File: src/rtl/vector_compare_unit.sv
// Multi-lane, multi-beat vector comparator producing a per-element mask and match count.
// Optional first-match tracking (FIRST_FOUND/FIRST_IDX) is enabled by defining VCMP_FIRST_MATCH_EN.

module vcu_lane #(
    parameter int WIDTH = 32
) (
    input  logic [WIDTH-1:0] a,
    input  logic [WIDTH-1:0] b,
    input  logic [2:0]       mode,
    output logic             res
);
    logic eq, lt_u, lt_s;

    always_comb begin
        eq   = (a == b);
        lt_u = (a < b);
        lt_s = ($signed(a) < $signed(b));
        case (mode)
            3'b000:  res = eq;
            3'b001:  res = !eq;
            3'b010:  res = lt_u;
            3'b011:  res = !lt_u;
            3'b100:  res = lt_s;
            3'b101:  res = !lt_s;
            default: res = 1'b0;
        endcase
    end
endmodule

module vector_compare_unit #(
    parameter int WIDTH = 32,
    parameter int LANES = 4,
    parameter int BEATS = 4,
    localparam int VLEN   = LANES * BEATS,
    localparam int CNT_W  = $clog2(VLEN + 1),
    localparam int BEAT_W = (BEATS > 1) ? $clog2(BEATS) : 1,
    localparam int IDX_W  = (VLEN > 1) ? $clog2(VLEN) : 1
) (
    input  logic                   CLK,
    input  logic                   RST_N,
    input  logic                   START,
    input  logic [2:0]             MODE,
    input  logic                   IN_VALID,
    output logic                   IN_READY,
    input  logic [WIDTH*LANES-1:0] DATA_IN_1,
    input  logic [WIDTH*LANES-1:0] DATA_IN_2,
    output logic                   OUT_VALID,
    input  logic                   OUT_READY,
    output logic [VLEN-1:0]        MASK,
    output logic [CNT_W-1:0]       MATCH_COUNT,
`ifdef VCMP_FIRST_MATCH_EN
    output logic                   FIRST_FOUND,
    output logic [IDX_W-1:0]       FIRST_IDX,
`endif
    output logic                   BUSY
);
    typedef enum logic [1:0] {S_IDLE, S_ACCEPT, S_DONE} state_t;

    state_t            state_q, state_d;
    logic [2:0]        mode_q, mode_d;
    logic [BEAT_W-1:0] beat_q, beat_d;
    logic [VLEN-1:0]   mask_q, mask_d;
    logic [CNT_W-1:0]  count_q, count_d;
    logic              out_valid_q, out_valid_d;
    logic              busy_q, busy_d;
    logic [LANES-1:0]  lane_res;
    logic [CNT_W-1:0]  beat_pop;
    logic              beat_fire;

    genvar gi;
    generate
        for (gi = 0; gi < LANES; gi++) begin : g_lane
            vcu_lane #(.WIDTH(WIDTH)) u_lane (
                .a    (DATA_IN_1[gi*WIDTH +: WIDTH]),
                .b    (DATA_IN_2[gi*WIDTH +: WIDTH]),
                .mode (mode_q),
                .res  (lane_res[gi])
            );
        end
    endgenerate

    always_comb begin
        beat_pop = '0;
        for (int l = 0; l < LANES; l++)
            beat_pop = beat_pop + CNT_W'(lane_res[l]);
    end

    assign beat_fire = IN_VALID && (state_q == S_ACCEPT);

`ifdef VCMP_FIRST_MATCH_EN
    logic             first_found_q, first_found_d;
    logic [IDX_W-1:0] first_idx_q, first_idx_d;
    logic [IDX_W-1:0] beat_low_idx;

    // Scan high to low so the lowest set lane of this beat wins.
    always_comb begin
        beat_low_idx = '0;
        for (int l = LANES - 1; l >= 0; l--)
            if (lane_res[l])
                beat_low_idx = IDX_W'(int'(beat_q) * LANES + l);
    end
`endif

    always_comb begin
        state_d = state_q;
        mode_d  = mode_q;
        beat_d  = beat_q;
        mask_d  = mask_q;
        count_d = count_q;
`ifdef VCMP_FIRST_MATCH_EN
        first_found_d = first_found_q;
        first_idx_d   = first_idx_q;
`endif
        case (state_q)
            S_IDLE: begin
                if (START) begin
                    state_d = S_ACCEPT;
                    mode_d  = MODE;
                    beat_d  = '0;
                    mask_d  = '0;
                    count_d = '0;
`ifdef VCMP_FIRST_MATCH_EN
                    first_found_d = 1'b0;
                    first_idx_d   = '0;
`endif
                end
            end
            S_ACCEPT: begin
                if (beat_fire) begin
                    for (int b = 0; b < BEATS; b++)
                        if (beat_q == BEAT_W'(b))
                            mask_d[b*LANES +: LANES] = lane_res;
                    count_d = count_q + beat_pop;
`ifdef VCMP_FIRST_MATCH_EN
                    if (!first_found_q && (|lane_res)) begin
                        first_found_d = 1'b1;
                        first_idx_d   = beat_low_idx;
                    end
`endif
                    if (beat_q == BEAT_W'(BEATS - 1)) begin
                        state_d = S_DONE;
                        beat_d  = '0;
                    end else begin
                        beat_d = beat_q + 1'b1;
                    end
                end
            end
            S_DONE: begin
                if (OUT_READY)
                    state_d = S_IDLE;
            end
            default: state_d = S_IDLE;
        endcase
        out_valid_d = (state_d == S_DONE);
        busy_d      = (state_d != S_IDLE);
    end

    always_ff @(posedge CLK or negedge RST_N) begin
        if (!RST_N) begin
            state_q     <= S_IDLE;
            mode_q      <= '0;
            beat_q      <= '0;
            mask_q      <= '0;
            count_q     <= '0;
            out_valid_q <= 1'b0;
            busy_q      <= 1'b0;
        end else begin
            state_q     <= state_d;
            mode_q      <= mode_d;
            beat_q      <= beat_d;
            mask_q      <= mask_d;
            count_q     <= count_d;
            out_valid_q <= out_valid_d;
            busy_q      <= busy_d;
        end
    end

`ifdef VCMP_FIRST_MATCH_EN
    always_ff @(posedge CLK or negedge RST_N) begin
        if (!RST_N) begin
            first_found_q <= 1'b0;
            first_idx_q   <= '0;
        end else begin
            first_found_q <= first_found_d;
            first_idx_q   <= first_idx_d;
        end
    end

    assign FIRST_FOUND = first_found_q;
    assign FIRST_IDX   = first_idx_q;
`endif

    assign IN_READY    = (state_q == S_ACCEPT);
    assign OUT_VALID   = out_valid_q;
    assign BUSY        = busy_q;
    assign MASK        = mask_q;
    assign MATCH_COUNT = count_q;
endmodule

File: config.mk
export PLATFORM = sky130hd
export DESIGN_NAME = vector_compare_unit
export DESIGN_NICKNAME = d
export VERILOG_FILES = /design/src/rtl/vector_compare_unit.sv
export SDC_FILE = /design/constraint.sdc
export NUM_CORES = 1
export LEC_CHECK = 0
export ABC_AREA = 1
export ABC_CLOCK_PERIOD_IN_PS = 3600
export CAP_MARGIN = 5
export CELL_PAD_IN_SITES_DETAIL_PLACEMENT = 0
export CELL_PAD_IN_SITES_GLOBAL_PLACEMENT = 1
export CORE_MARGIN = 1
export CORE_UTILIZATION = 27
export CTS_BUF_LIST = sky130_fd_sc_hd__clkbuf_8
export CTS_CLUSTER_SIZE = 14
export DETAILED_ROUTE_END_ITERATION = 6
export HOLD_SLACK_MARGIN = 0.1
export PLACE_DENSITY_LB_ADDON = 0.25
export SLEW_MARGIN = 10
export SYNTH_ARGS = -nofsm -noshare
export SYNTH_HDL_FRONTEND = slang
export SYNTH_SLANG_ARGS = --single-unit
File: constraint.sdc
create_clock -name CLK -period 3.6 [get_ports CLK]
set_clock_uncertainty 0.05 [all_clocks]
set_input_delay 0.54 -clock CLK [delete_from_list [all_inputs] [get_ports CLK]]
set_output_delay 0.54 -clock CLK [all_outputs]
set_load 0.005 [all_outputs]
# Yosys cells after proc, flatten, opt, wreduce, memory -nomap -nowiden
# Cells that the tools add are included.
[word_totals]
input_bits = 264
n_memories = 0
register_bits = 30
romBits = 0
latchBits = 0
ram_bits = 0
[classes]
reduce_logical = 24
n_mul = 0
bitwise_logic = 0
addsub = 5
div = 0
eq_ne = 21
order_cmp = 8
muxes = 23
n_shift = 0
[op_table]
columns = ["op", "n"]
rows = [
  ["32-bit < comparator", 8],
  ["32-bit == test", 4],
  ["16-bit two-way mux", 2],
  ["16-bit one-hot mux with 2 select lines", 1],
  ["1-bit one-hot mux with 6 select lines", 4],
  ["4-bit two-way mux", 4],
  ["4-bit AND reduction", 4],
  ["2-bit two-way mux", 7],
  ["1-bit logical NOT", 12],
  ["5-bit two-way mux", 2],
  ["2-bit by 1-bit inequality test with 1-bit output (second input constant)", 5],
  ["5-bit one-hot mux with 2 select lines", 1],
  ["2-bit == test (second input constant)", 4],
  ["3-bit by 2-bit == test with 1-bit output (second input constant)", 2],
  ["3-bit == test (second input constant)", 2],
  ["2-bit one-hot mux with 3 select lines", 1],
  ["5-bit by 4-bit adder with 5-bit output", 1],
  ["3-bit by 1-bit adder with 4-bit output", 1],
  ["2-bit by 1-bit == test with 1-bit output (second input constant)", 2],
  ["2-bit logical NOT", 2],
  ["2-bit one-hot mux with 2 select lines", 1],
  ["2-bit nonzero test", 2],
  ["2-bit by 1-bit adder with 3-bit output", 1],
  ["3-bit by 1-bit == test with 1-bit output (second input constant)", 1],
  ["other kinds (7)", 7],
]

# Longest topological paths before layout
[logic_depth]
ltp_word = 9
depth_mapped = 26
depth_no_buf = 26

# Hierarchy
# Synthesis repeated with hierarchy kept, for this count alone.
[unflattened]
hier_cells = 820
hier_area_um2 = 5268.8
[by_module_without_submodules]
columns = ["mod", "cells_per_inst", "area_each_um2", "instances"]
rows = [
  ["vcu_lane at g_lane[0].u_lane ...", 168, 978.4, 3],
  ["vector_compare_unit", 149, 1361.3, 1],
  ["vcu_lane at g_lane[1].u_lane", 167, 972.2, 1],
]

# Worst setup path before layout
# OpenSTA, ideal clock, no wires.
[synth_path]
path_kind = "input to register"
start = "input port DATA_IN_2[95]"
end = "register count_q[1], in the netlist MATCH_COUNT[1]"
t_arrival_ps = 3441
t_required_ps = 3467
path_slack_ps = 26
setup_time_ps = 83
path_stages = 18
path_cell_list = "inv_1 ha_1 a21oi_1 o21a_1 nand2_1 a21oi_1 nand2_1 nand2_1 nand3_1 nand3_2 inv_1 fa_1 inv_1 fa_1 inv_1 fa_1 nand3b_1 o21ai_0"
[synth_between]
elab_chain_cells = 8
[synth_lines]
columns = ["item", "line", "text"]
rows = [
  ["start, declared", "46", "input logic [WIDTH*LANES-1:0] DATA_IN_2,"],
  ["32-bit < comparator, or another cell as far along", "17", "lt_s = ($signed(a) < $signed(b));"],
  ["1-bit logical NOT, on equally long branches", "24, 20, 22", ""],
  ["1-bit one-hot mux with 6 select lines *", "18", "case (mode)"],
  ["2-bit by 1-bit adder with 3-bit output *", "85", "beat_pop = beat_pop + CNT_W'(lane_res[l]);"],
  ["3-bit by 1-bit adder with 4-bit output *", "85", ""],
  ["5-bit by 4-bit adder with 5-bit output *", "133", "count_d = count_q + beat_pop;"],
  ["5-bit two-way mux *", "129", "if (beat_fire) begin"],
  ["5-bit one-hot mux with 2 select lines *", "114", "case (state_q)"],
  ["end signal, assigned", "172", "count_q <= count_d;"],
  ["end, declared", "63", "logic [CNT_W-1:0] count_q, count_d;"],
]
# Every way passes the cells marked *; elsewhere a longest branch is shown, timed or not. The select of a mux whose other input is x is not followed.
# A chain may end at the register's enable or synchronous reset.

# Final worst setup path
[layout_path]
start = "input port DATA_IN_2[13]"
end = "register count_q[1], in the netlist MATCH_COUNT[1]"
[layout_between]
elab_chain_cells = 9
[layout_lines]
columns = ["item", "line"]
rows = [
  ["32-bit < comparator, or another cell as far along", "17"],
  ["1-bit logical NOT, on equally long branches", "24, 20, 22"],
  ["1-bit one-hot mux with 6 select lines *", "18"],
  ["1-bit by 1-bit adder with 2-bit output *", "85"],
  ["2-bit by 1-bit adder with 3-bit output *", "85"],
  ["3-bit by 1-bit adder with 4-bit output *", "85"],
  ["5-bit by 4-bit adder with 5-bit output *", "133"],
  ["5-bit two-way mux *", "129"],
  ["5-bit one-hot mux with 2 select lines *", "114"],
]
# Marks and branches as above.

==> impl_results.md <==
- Cells along the critical path: clkdlybuf4s15_1 -> inv_2 -> ha_4 -> nand2_4 -> nor2_4 -> buf_4 -> a21oi_4 -> nand2_2 -> nand2_4 -> nand2_4 -> nand2_2 -> nand3_2 -> nand3_4 -> inv_2 -> fa_1 -> inv_2 -> fa_2 -> inv_2 -> fa_2 -> nand3b_1 -> o21ai_1
- Yosys top cell by area: ha_1
- Placer congestion estimate: 0.823
- Final Slew Violations: 0
- Number of synthesized flops with an enable pin: 0
- DP Worst Slack: -0.625 ns
- Fill count: 1799
- First-pass GRT wire length: 26.2 mm
- CP Launch Point: DATA_IN_2[13]
- Setup TNS: 0 ns
- Top cells by area, synth: ha_1, nand2_1, dfrtp_1
- Total GRT Usage: 16.0%
- Met3 Routed Length: 1.21 mm
- Normalized max-slew margin: 52.7%
- Commonest cells post-synth: nand2_1, inv_1, ha_1
- Crit path buf inv count: 6
- Int Pwr: 1.68 mW
- Synth cell types: 24
- Placed cell count: 1373
- CP arrival: 3.63 ns
- R2r endpoint: MATCH_COUNT[1]
- Power density cells: 290 nW/um^2
- Min-Delay Path Class: reg2reg
- Number of H-tree levels: 2
- FF-to-FF setup slack: 0.38 ns
- Status: completed
- Vias per cell: 4.30
- WP depth: 21
- Synth warnings: 0
- Leak pwr: 5.90 nW
- Count of input and output buffers: 287
- Launching element type of the critical path: input pin
- Worst-path clk slew: 0.06 ns
- Global route overflow: 0
- DR pass1 iterations: 4
- CP endpoint kind: flip-flop
- Final WS setup: 0.128 ns
- Final non-filler cell total: 1387
- Logic pwr share: 71.7%
- Most common cell in the netlist: nand2_1
- CTS tree: done
- NumNets Final: 1526
- # DRC: 0
- Flop pwr share: 18.7%
- Final Hold Vio Count: 0
- MaxCap Viol Count: 0
- Critical Path End: MATCH_COUNT[1]
- Mapped cell area: 5270 um^2
- Detail Route Antenna Nets: 0
- Maximum VDD drop: 0.311 mV
- Share of cells above drive strength 1: 24.8%
- Worst hold start: MASK[11]
- Clock sinks: 30
- Multi-input gate area in the final layout: 4900 um^2
- Die height: 142 um
- Routed len/inst: 12.3 um
- CTS root buffer: clkbuf_8
- Cell family contributing the most delay on the critical path: adder cells
- Seq/Total Area, Yosys: 14.2%
- Max incr delay on CP: 0.51 ns
- Top_reg_cell synth: dfrtp_1
- Vias in the first global route: 5822
- Clk pwr share: 9.6%
- Largest net degree at the start of global routing: 31
- Synth Register Bits: 30
- Top layer in use: met4
- Synth-to-Final Area Change: 92.4%
- WL met1: 7.00 mm
- Ys async rst share: 100%
- Die W: 142 um
- Cells after Synth: 810
- Final instance area: 10100 um^2
- Max FO, Critical Path: 5
- Die outline area: 20100 um^2
- Slowest-stage cell, CP: fa_1
- Antenna diode count: 0
- Synth Net Count: 1210
- Tot Pwr: 2.94 mW
- Std cell rows: 50
- Boundary pin count: 288
- Via count: 5958
- CTS Buf Count: 5
- Req. time, crit path: 3.76 ns
- Starting density of the core: 27.9%
- Drt total wl: 17.0 mm
- Share of the synthesized area in the top cell type: 31.6%
- Crit Path Category: in2reg
- Minimum clock period: 3.47 ns
- Sw frac: 43.1%
- Fin crit share: 96.4%
- Sequential cell area: 751 um^2
- WL met2: 8.63 mm
- FF-to-FF path depth: 12
- Clk_lat worst skew: 0.28 ns
- Tightest Pin Transition: 0.704 ns
- Cell repeated most along the worst path: inv_2
- Core area: 18900 um^2
- Sw Pwr: 1.27 mW
- Setup-failing EPs final: 0
- CTS max path bufs: 2
- Placed cell areas: 8580 um^2
- Initial antenna violation count: 0
- Reg2Reg Launch Point: mode_q[2]
- Max Freq: 288 MHz
- DR iter-0 viols: 150
- Detailed placement HPWL: 14.1 mm
- Syn avg cell area: 6.50 um^2
==> cells by family (layout without fill, tap and decap cells) <==
group	Yosys count	in the layout	share of synthesized area, %
DFF	30	30	14.2
adders and majority gates	136	136	32.7
buffers and inverters	197	514	14.3
and+or+nand+nor	350	350	28.8
AOI/OAI and AO/OA	97	97	9.93
==> routing by layer <==
layer | vias to the layer above | track usage, %
met3 | 13 | 3.51
li1 | 3177 | -
met5 | - | 0
met1 | 2585 | 18.8
met2 | 183 | 30.0
met4 | 0 | 2.77
==> registers in the layout, indices dropped and copies added, names as in the netlist <==
signal,flops
beat_q,2
mode_q,3
BUSY,1
MASK,16
MATCH_COUNT,5
state_q,2
OUT_VALID,1
==> power groups by stage <==
stage	Sequential, mW	Clock (mW)	Combinational [mW]
floorplan	0.544	0	0.994
CTS	0.554	0.287	1.96
global placement	0.557	0	1.83
global route	0.568	0.304	2.41
detailed placement	0.558	0	1.84
finish	0.552	0.281	2.11
==> worst register-to-register path, stage by stage, from the launching register on <==
cell and delay (ns):
dfrtp_1 0.40, inv_1 0.09, nor3_1 0.59, nand3_2 0.19
nand3_4 0.15, inv_2 0.05, fa_1 0.51, inv_2 0.04
fa_2 0.36, inv_2 0.07, fa_2 0.40, nand3b_1 0.16
o21ai_1 0.08
==> per-stage QoR <==
step | util [%] | hold WS (ns)
after CTS | 47.5 | 0.442
after floorplan | - | 0.194
after global routing | 53.6 | 0.458
after detailed placement | 45.4 | 0.423
final | 53.6 | 0.436
after global placement | 45.4 | 0.416
==> worst min path at each step <==
stage / to / depth (start not counted) / slack [ns]
global placement: MASK[8] / 2 / 0.42
CTS: MASK[11] / 2 / 0.44
global route: MASK[5] / 2 / 0.46
floorplan: BUSY / 0 / 0.19
detailed placement: MASK[7] / 2 / 0.42
finish: MASK[11] / 2 / 0.44
==> cell type report <==
| type | count | share of cell area [%] |
|---|---|---|
| multi-input combinational | 583 | 48.4 |
| tap | 260 | 3.21 |
| clock inverter | 2 | 0.0864 |
| inverter | 195 | 7.22 |
| sequential | 30 | 7.41 |
| timing repair buffer | 311 | 32.9 |
| clock buffer | 6 | 0.815 |
==> cells in the final DEF, fill, tap and decap left out, types with 2 or more instances in the layout <==
cell type,instances
a21o_1,4
a21oi_1,39
a21oi_2,21
a21oi_4,3
buf_4,22
buf_6,2
clkbuf_2,6
clkbuf_8,6
clkdlybuf4s50_1,159
dfrtp_1,30
dlymetal6s2s_1,121
fa_2,2
ha_1,77
ha_2,4
ha_4,52
inv_1,133
inv_2,63
nand2_1,172
nand2_2,36
nand2_4,17
nand3_1,36
nand3_2,14
nand3b_1,2
nand4_1,7
nor2_1,31
nor2_2,11
nor2_4,12
nor3_1,6
nor3b_2,2
nor3b_4,2
o21a_1,8
o21ai_0,13
o21ai_1,7
o21ai_2,2
==> repair_timing <==
action / CTS / global route
endpoints found under the hold margin: 0 / 0
gates resized for setup: 68 / 329
endpoints found under the setup margin: 4 / 5
pin swaps: 38 / 119
buffers inserted: 1 / 5
hold buffers: 0 / 0
Note: power is estimated with default switching activity, not from simulation.
